==> src/rtl/present_round_datapath.sv <==
// Iterative PRESENT-80 round datapath: one round per accepted round key, final
// key does whitening only. Sixteen S-box lanes feed a hard-wired bit permutation.

module present_sbox4 (
  input  logic [3:0] nib_i,
  output logic [3:0] nib_o
);
  always_comb begin
    nib_o = 4'h0;
    unique case (nib_i)
      4'h0: nib_o = 4'hC;
      4'h1: nib_o = 4'h5;
      4'h2: nib_o = 4'h6;
      4'h3: nib_o = 4'hB;
      4'h4: nib_o = 4'h9;
      4'h5: nib_o = 4'h0;
      4'h6: nib_o = 4'hA;
      4'h7: nib_o = 4'hD;
      4'h8: nib_o = 4'h3;
      4'h9: nib_o = 4'hE;
      4'hA: nib_o = 4'hF;
      4'hB: nib_o = 4'h8;
      4'hC: nib_o = 4'h4;
      4'hD: nib_o = 4'h7;
      4'hE: nib_o = 4'h1;
      4'hF: nib_o = 4'h2;
      default: nib_o = 4'h0;
    endcase
  end
endmodule

module present_round_datapath #(
  parameter int ROUNDS    = 31,
  parameter int NUM_LANES = 16,
  parameter int VEC_W     = 4
) (
  input  logic        clock_i,
  input  logic        reset_n_i,
  input  logic        start_i,
  input  logic [63:0] plaintext_i,
  input  logic [63:0] round_key_i,
  input  logic        key_valid_i,
  output logic        key_ready_o,
  output logic        busy_o,
  output logic [5:0]  round_count_o,
  output logic [63:0] ciphertext_o,
  output logic        done_o
);

  typedef enum logic [1:0] {S_IDLE, S_ROUND, S_FINAL} fsm_e;

  fsm_e        fsm_q, fsm_d;
  logic [63:0] state_q, state_d;
  logic [63:0] ct_q, ct_d;
  logic [5:0]  rc_q, rc_d;
  logic        done_q, done_d;

  logic [63:0] ark;
  logic [NUM_LANES-1:0][VEC_W-1:0] sub;
  logic [63:0] perm;
  logic        hs;

  assign ark = state_q ^ round_key_i;

  for (genvar l = 0; l < NUM_LANES; l++) begin : g_lane
    present_sbox4 u_sbox (
      .nib_i (ark[VEC_W*l +: VEC_W]),
      .nib_o (sub[l])
    );
  end

  // pLayer: bit i lands at (16*i) mod 63, bit 63 is fixed.
  for (genvar i = 0; i < 63; i++) begin : g_perm
    assign perm[(16*i) % 63] = sub[i/VEC_W][i%VEC_W];
  end
  assign perm[63] = sub[NUM_LANES-1][VEC_W-1];

  // Ready depends only on state so it never loops back through key_valid.
  assign key_ready_o   = (fsm_q != S_IDLE);
  assign busy_o        = key_ready_o;
  assign hs            = key_valid_i & key_ready_o;
  assign round_count_o = rc_q;
  assign ciphertext_o  = ct_q;
  assign done_o        = done_q;

  always_comb begin
    fsm_d   = fsm_q;
    state_d = state_q;
    ct_d    = ct_q;
    rc_d    = rc_q;
    done_d  = 1'b0;
    unique case (fsm_q)
      S_IDLE: begin
        if (start_i) begin
          state_d = plaintext_i;
          rc_d    = 6'd1;
          fsm_d   = S_ROUND;
        end
      end
      S_ROUND: begin
        if (hs) begin
          state_d = perm;
          rc_d    = rc_q + 6'd1;
          if (rc_q == 6'(ROUNDS)) fsm_d = S_FINAL;
        end
      end
      S_FINAL: begin
        if (hs) begin
          ct_d   = ark;
          done_d = 1'b1;
          rc_d   = 6'd0;
          fsm_d  = S_IDLE;
        end
      end
      default: fsm_d = S_IDLE;
    endcase
  end

  always_ff @(posedge clock_i or negedge reset_n_i) begin
    if (!reset_n_i) begin
      fsm_q   <= S_IDLE;
      state_q <= '0;
      ct_q    <= '0;
      rc_q    <= '0;
      done_q  <= 1'b0;
    end else begin
      fsm_q   <= fsm_d;
      state_q <= state_d;
      ct_q    <= ct_d;
      rc_q    <= rc_d;
      done_q  <= done_d;
    end
  end

endmodule

==> config.mk <==
export PLATFORM = sky130hd
export DESIGN_NAME = present_round_datapath
export DESIGN_NICKNAME = d
export VERILOG_FILES = /design/src/rtl/present_round_datapath.sv
export SDC_FILE = /design/constraint.sdc
export NUM_CORES = 1
export LEC_CHECK = 0
export ABC_AREA = 1
export CAP_MARGIN = 15
export CORE_ASPECT_RATIO = 0.9
export CORE_UTILIZATION = 65
export DETAILED_ROUTE_END_ITERATION = 12
export DONT_BUFFER_PORTS = 1
export GPL_ROUTABILITY_DRIVEN = 1
export PLACE_DENSITY = 0.88
export SYNTH_ARGS = -nofsm -noshare
export SYNTH_HDL_FRONTEND = slang
export SYNTH_SLANG_ARGS = --single-unit
==> constraint.sdc <==
create_clock -name clock_i -period 4.4 [get_ports clock_i]
set_input_delay 0.88 -clock clock_i [delete_from_list [all_inputs] [get_ports clock_i]]
set_output_delay 0.88 -clock clock_i [all_outputs]
set_load 0.05 [all_outputs]
# == Word level (Yosys, flattened, before mapping) ==
# Memories as Yosys holds them, arrays and structs flattened.
# Index checks and enable logic that the tools add are counted.
# op_classes
n_addsub,1
eq_ne,7
n_mux,14
bitwise_logic,2
reduce_logical,8
# op_table
operator,n
2-to-1 mux 64 bit,2
one-hot mux 64 bit (2 select lines),1
bitwise XOR 64 bit,1
2-to-1 mux 6 bit,3
one-hot mux 6 bit (3 select lines),1
2-to-1 mux 2 bit,4
"!= test 2 bit, second input constant",4
AND reduction 4 bit,2
"adder 6 x 1 -> 6 bit, second input constant",1
"equality test 6 x 5 -> 1 bit, second input constant",1
one-hot mux 2 bit (3 select lines),1
nonzero test 2 bit,2
AND reduction 3 bit,1
nonzero test 3 bit,1
"equality test 2 x 1 -> 1 bit, second input constant",1
"equality test 2 bit, second input constant",1
zero test 2 bit,1
2-to-1 mux 1 bit,2
AND reduction 2 bit,1
bitwise AND 1 bit,1
# word_totals
regBits,137
romBits,1024
input_bits,132
word_cells,53
mem_count,16
# memory_table
memory,words,word_bits,rd,rd_clocked_by_memory_dff,write_ports,line,rtl
(no name shown),16,4,1,0,0,10,unique case (nib_i)
(no name shown),16,4,1,0,0,10,
(no name shown),16,4,1,0,0,10,
(no name shown),16,4,1,0,0,10,
(no name shown),16,4,1,0,0,10,
(no name shown),16,4,1,0,0,10,
10 more memories,n/a,n/a,n/a,n/a,n/a,n/a,

# == Depth between registers and ports, before layout ==
# depth
depth_word,4
mapped_depth,12

# == Hierarchy ==
# A second synthesis with hierarchy kept.
# hier_totals
hier_cells,1278
area_unflattened_um2,9873.2
# by_module_without_submodules
module,instances,cells_per_inst,area_each_um2,seq_area_each_um2
present_round_datapath,1,622,6404.9,3428.3
present_sbox4 (g_lane[0].u_sbox ...),15,41,216.5,0.0
present_sbox4 (g_lane[11].u_sbox),1,41,221.5,0.0

# == Worst setup path after synthesis ==
# Ideal clock, no wire load.
# synth_path
kind,register -> output
startpoint,register fsm_q[0]
endpoint,output key_ready_o
arrival_time_ns,1.151
required_time_ns,3.520
path_slack_ns,2.369
stages_incl_launch_ff,5
n_path_buf,1
path_cell_list,dfrtp_1 > inv_1 > ha_1 > inv_2 > buf_4
# synth_between
elab_chain_len,1
# synth_lines
element,line,rtl
"start, declared",52,"fsm_e fsm_q, fsm_d;"
"start signal, assigned",127,fsm_q <= fsm_d;
nonzero test 2 bit,79,assign key_ready_o = (fsm_q != S_IDLE);
"end, declared",43,"output logic key_ready_o,"
# Every way passes these cells.

# == Final worst setup path ==
# layout_path
startpoint,register fsm_q[0]
endpoint,register ct_q[52] (netlist: ciphertext_o[52])
# layout_between
elab_chain_len,3
# layout_lines
element,line,rtl
nonzero test 2 bit,79,
via busy_o,44,"output logic busy_o,"
bitwise AND 1 bit,81,assign hs = key_valid_i & key_ready_o;
AND reduction 2 bit (no source line),n/a,
"end signal, assigned",129,ct_q <= ct_d;
"end, declared",54,"logic [63:0] ct_q, ct_d;"
# The timed path passes the listed nets, and every way through them passes these cells.
# A chain may end at the register's enable or synchronous reset.

==> impl_metrics.env <==
export IMPL_fmax_mhz=350
export IMPL_clk_path_buf_depth=2
export IMPL_synthTopCellsByCount="760 x nand2_1, 215 x inv_1, 160 x nand3_1"
export IMPL_ys_seq_elements=137
export IMPL_cp_start_kind="flop"
export IMPL_power_leakage_nw=6.36
export IMPL_clk_pin_slew_worst_paths_ns=0.06
export IMPL_die_y_um=121
export IMPL_ios=205
export IMPL_cap_violations=0
export IMPL_synth_area_top_cells="dfrtp_1 34%, nand2_1 28%, inv_1 7.9%"
export IMPL_synth_edf_count=0
export IMPL_synth_most_common_cell="nand2_1"
export IMPL_synthFlopType="dfrtp_1"
export IMPL_synth_avg_cell_area_um2=6.18
export IMPL_wire_per_inst_um=14.9
export IMPL_r2r_slack_ns=1.54
export IMPL_finClkSkew_ns=0.00643
export IMPL_final_nets=1818
export IMPL_antenna_found_initial=0
export IMPL_diodes=0
export IMPL_overflow=0
export IMPL_initial_utilization_pct=66.4
export IMPL_place_hpwl_um=19400
export IMPL_grt_max_degree=138
export IMPL_drt_first_pass_iters=6
export IMPL_worst_slew_pin_slew_ns=0.867
export IMPL_io_buffers=0
export IMPL_power_density_nw_per_um2=879
export IMPL_cts_buffers=17
export IMPL_htree_levels=4
export IMPL_yosys_area_top_type_share_pct=33.6
export IMPL_core_area_um2=15400
export IMPL_die_w_um=134
export IMPL_drive_gt1_share_pct=4.32
export IMPL_worst_slack_ns=1.54
export IMPL_drcViolationCount=0
export IMPL_fillers=1258
export IMPL_syn2layout_area_growth_pct=7.13
export IMPL_cp_end_kind="flop"
export IMPL_layout_worst_path_cycle_share_pct=64.9
export IMPL_drv_slew=0
export IMPL_hold_viol_final=0
export IMPL_status="complete, no violations"
export IMPL_synth_seq_area_share_pct=33.6
export IMPL_multi_input_area_um2=5710
export IMPL_hold_buffers=0
export IMPL_worstPathMaxFanout=91
export IMPL_post_cts_resized=0
export IMPL_timing_rr_start="fsm_q[0]$_DFFE_PN0P_"
export IMPL_yosys_warnings=0
export IMPL_critPathArrivalTime_ns=3.13
export IMPL_std_cell_rows=43
export IMPL_setup_violations=0
export IMPL_grt_usage_pct=34.2
export IMPL_grt_pass1_wl_um=43400
export IMPL_final_antenna_net_count=0
export IMPL_r2r_end="ciphertext_o[52]$_DFFE_PN0P_"
export IMPL_grt_pass1_vias=9045
export IMPL_netlist_area_um2=10200
export IMPL_wl_um=27500
export IMPL_via_per_inst=5.48
export IMPL_ff_latch_area_um2=3430
export IMPL_synth_distinct_cells=28
export IMPL_die_area_um2=16200
export IMPL_slew_headroom_pct=42.2
export IMPL_synth_cells=1652
export IMPL_syn_nets=1838
export IMPL_ir_drop_mv=0.452
export IMPL_rsz0062_at_grt="no"
export IMPL_routabilityCongestion=0.928
export IMPL_cts_sinks=137
export IMPL_cts_root_buf="clkbuf_16"
export IMPL_min_path_type="input pin to async pin"
export IMPL_pre_cts_slack_ns=1.64
export IMPL_clk_insertion_delay_late_ns=0.43
export IMPL_vias=10100
export IMPL_async_flop_share_pct=100
export IMPL_fin_setup_tns_ns=0
export IMPL_required_ns=4.68
export IMPL_critPathKind="flop to flop"
export IMPL_yosysTopAreaCell="dfrtp_1"
export IMPL_drt_iter0_markers=775
export IMPL_r2r_cells=9
export IMPL_cts_setup_buffers=0
export IMPL_post_route_min_period_ns=2.86
export IMPL_cts_tree="built"
## power breakdown
group	internal [mW]	switching [mW]
sequential	1.84	1.49
combinational	1.49	3.12
clock	1.11	0.577
total	4.44	5.18
## layout make-up
| class | instances | share of cell area [%] |
|---|---|---|
| multi-input combinational | 1252 | 52.2 |
| sequential | 137 | 31.3 |
| inverter | 221 | 7.61 |
| clock buffer | 21 | 4.30 |
| tap | 202 | 2.31 |
| clock inverter | 11 | 1.98 |
| timing repair buffer | 3 | 0.320 |
## stage by stage
stage / cell area (um2) / hold slack, ns / instances / util [%] / total power [mW]
floorplan: 10200 / 0.470 / 1652 / - / 6.89
global placement: 10300 / 0.485 / 1815 / 66.7 / 7.63
detailed placement: 10300 / 0.493 / 1815 / 66.7 / 7.83
CTS: 10900 / 0.140 / 1847 / 71.1 / 9.55
finish: 10900 / 0.143 / 1847 / 71.1 / 9.62
global route: 10900 / 0.140 / 1847 / 71.1 / 10.4
## flip-flops by register name, summed over array words and instances, names as in the netlist
signal	cells
fsm_q	2
state_q	64
done_o	1
round_count_o	6
ciphertext_o	64
## worst max-delay path, cell delays in order (launching register included)
cell and delay [ns]:
dfrtp_1 0.43, inv_1 0.11, ha_1 0.25, inv_2 0.39, nand2_4 0.13, nor2_4 0.18
clkinv_2 0.35, buf_4 0.49, nand2_1 0.17, o21ai_0 0.09
## cells in the final DEF, fill, tap and decap left out, types with 4 or more instances in the layout
cell type  synthesis  final
a21oi_1           26     26
dfrtp_1          137    137
clkbuf_16          0     17
inv_2              5      4
nand2_1          760    760
bufinv_16          0      6
ha_1              54     53
nor2_1           140    140
xor2_1             4      4
inv_1            215    215
a21oi_2           20     20
o21ai_1           13     13
o21ai_0           57     57
nand3_1          160    160
## worst max-delay path by stage
stage / startpoint / to / slack [ns]
after floorplan: fsm_q[0]$_DFFE_PN0P_ / key_ready_o / 2.37
after global routing: fsm_q[0]$_DFFE_PN0P_ / ciphertext_o[44]$_DFFE_PN0P_ / 1.35
after detailed placement: fsm_q[0]$_DFFE_PN0P_ / ciphertext_o[48]$_DFFE_PN0P_ / 1.64
after CTS: fsm_q[0]$_DFFE_PN0P_ / ciphertext_o[3]$_DFFE_PN0P_ / 1.60
final: fsm_q[0]$_DFFE_PN0P_ / ciphertext_o[52]$_DFFE_PN0P_ / 1.54
after global placement: fsm_q[0]$_DFFE_PN0P_ / ciphertext_o[48]$_DFFE_PN0P_ / 1.76
## logic make-up (layout without fill, tap and decap cells)
logic type	Yosys count	after routing	share of synthesized area, %
simple gates	1075	1075	42.1
compound gates	116	116	6.42
xor+xnor	7	7	0.600
fa+ha+maj	54	54	6.61
buf+inv	263	256	10.7
flops	137	137	33.6
## per-layer routing
metal  vias up  routed length, um  track usage [%]
met2       452              12100             53.1
met4         0               1260             18.1
li1       5020                  -                -
met3        76               2800             10.3
met1      4580              11400             42.9
met5         -                  0                0
No activity file was read; power rests on OpenSTA's default activity.
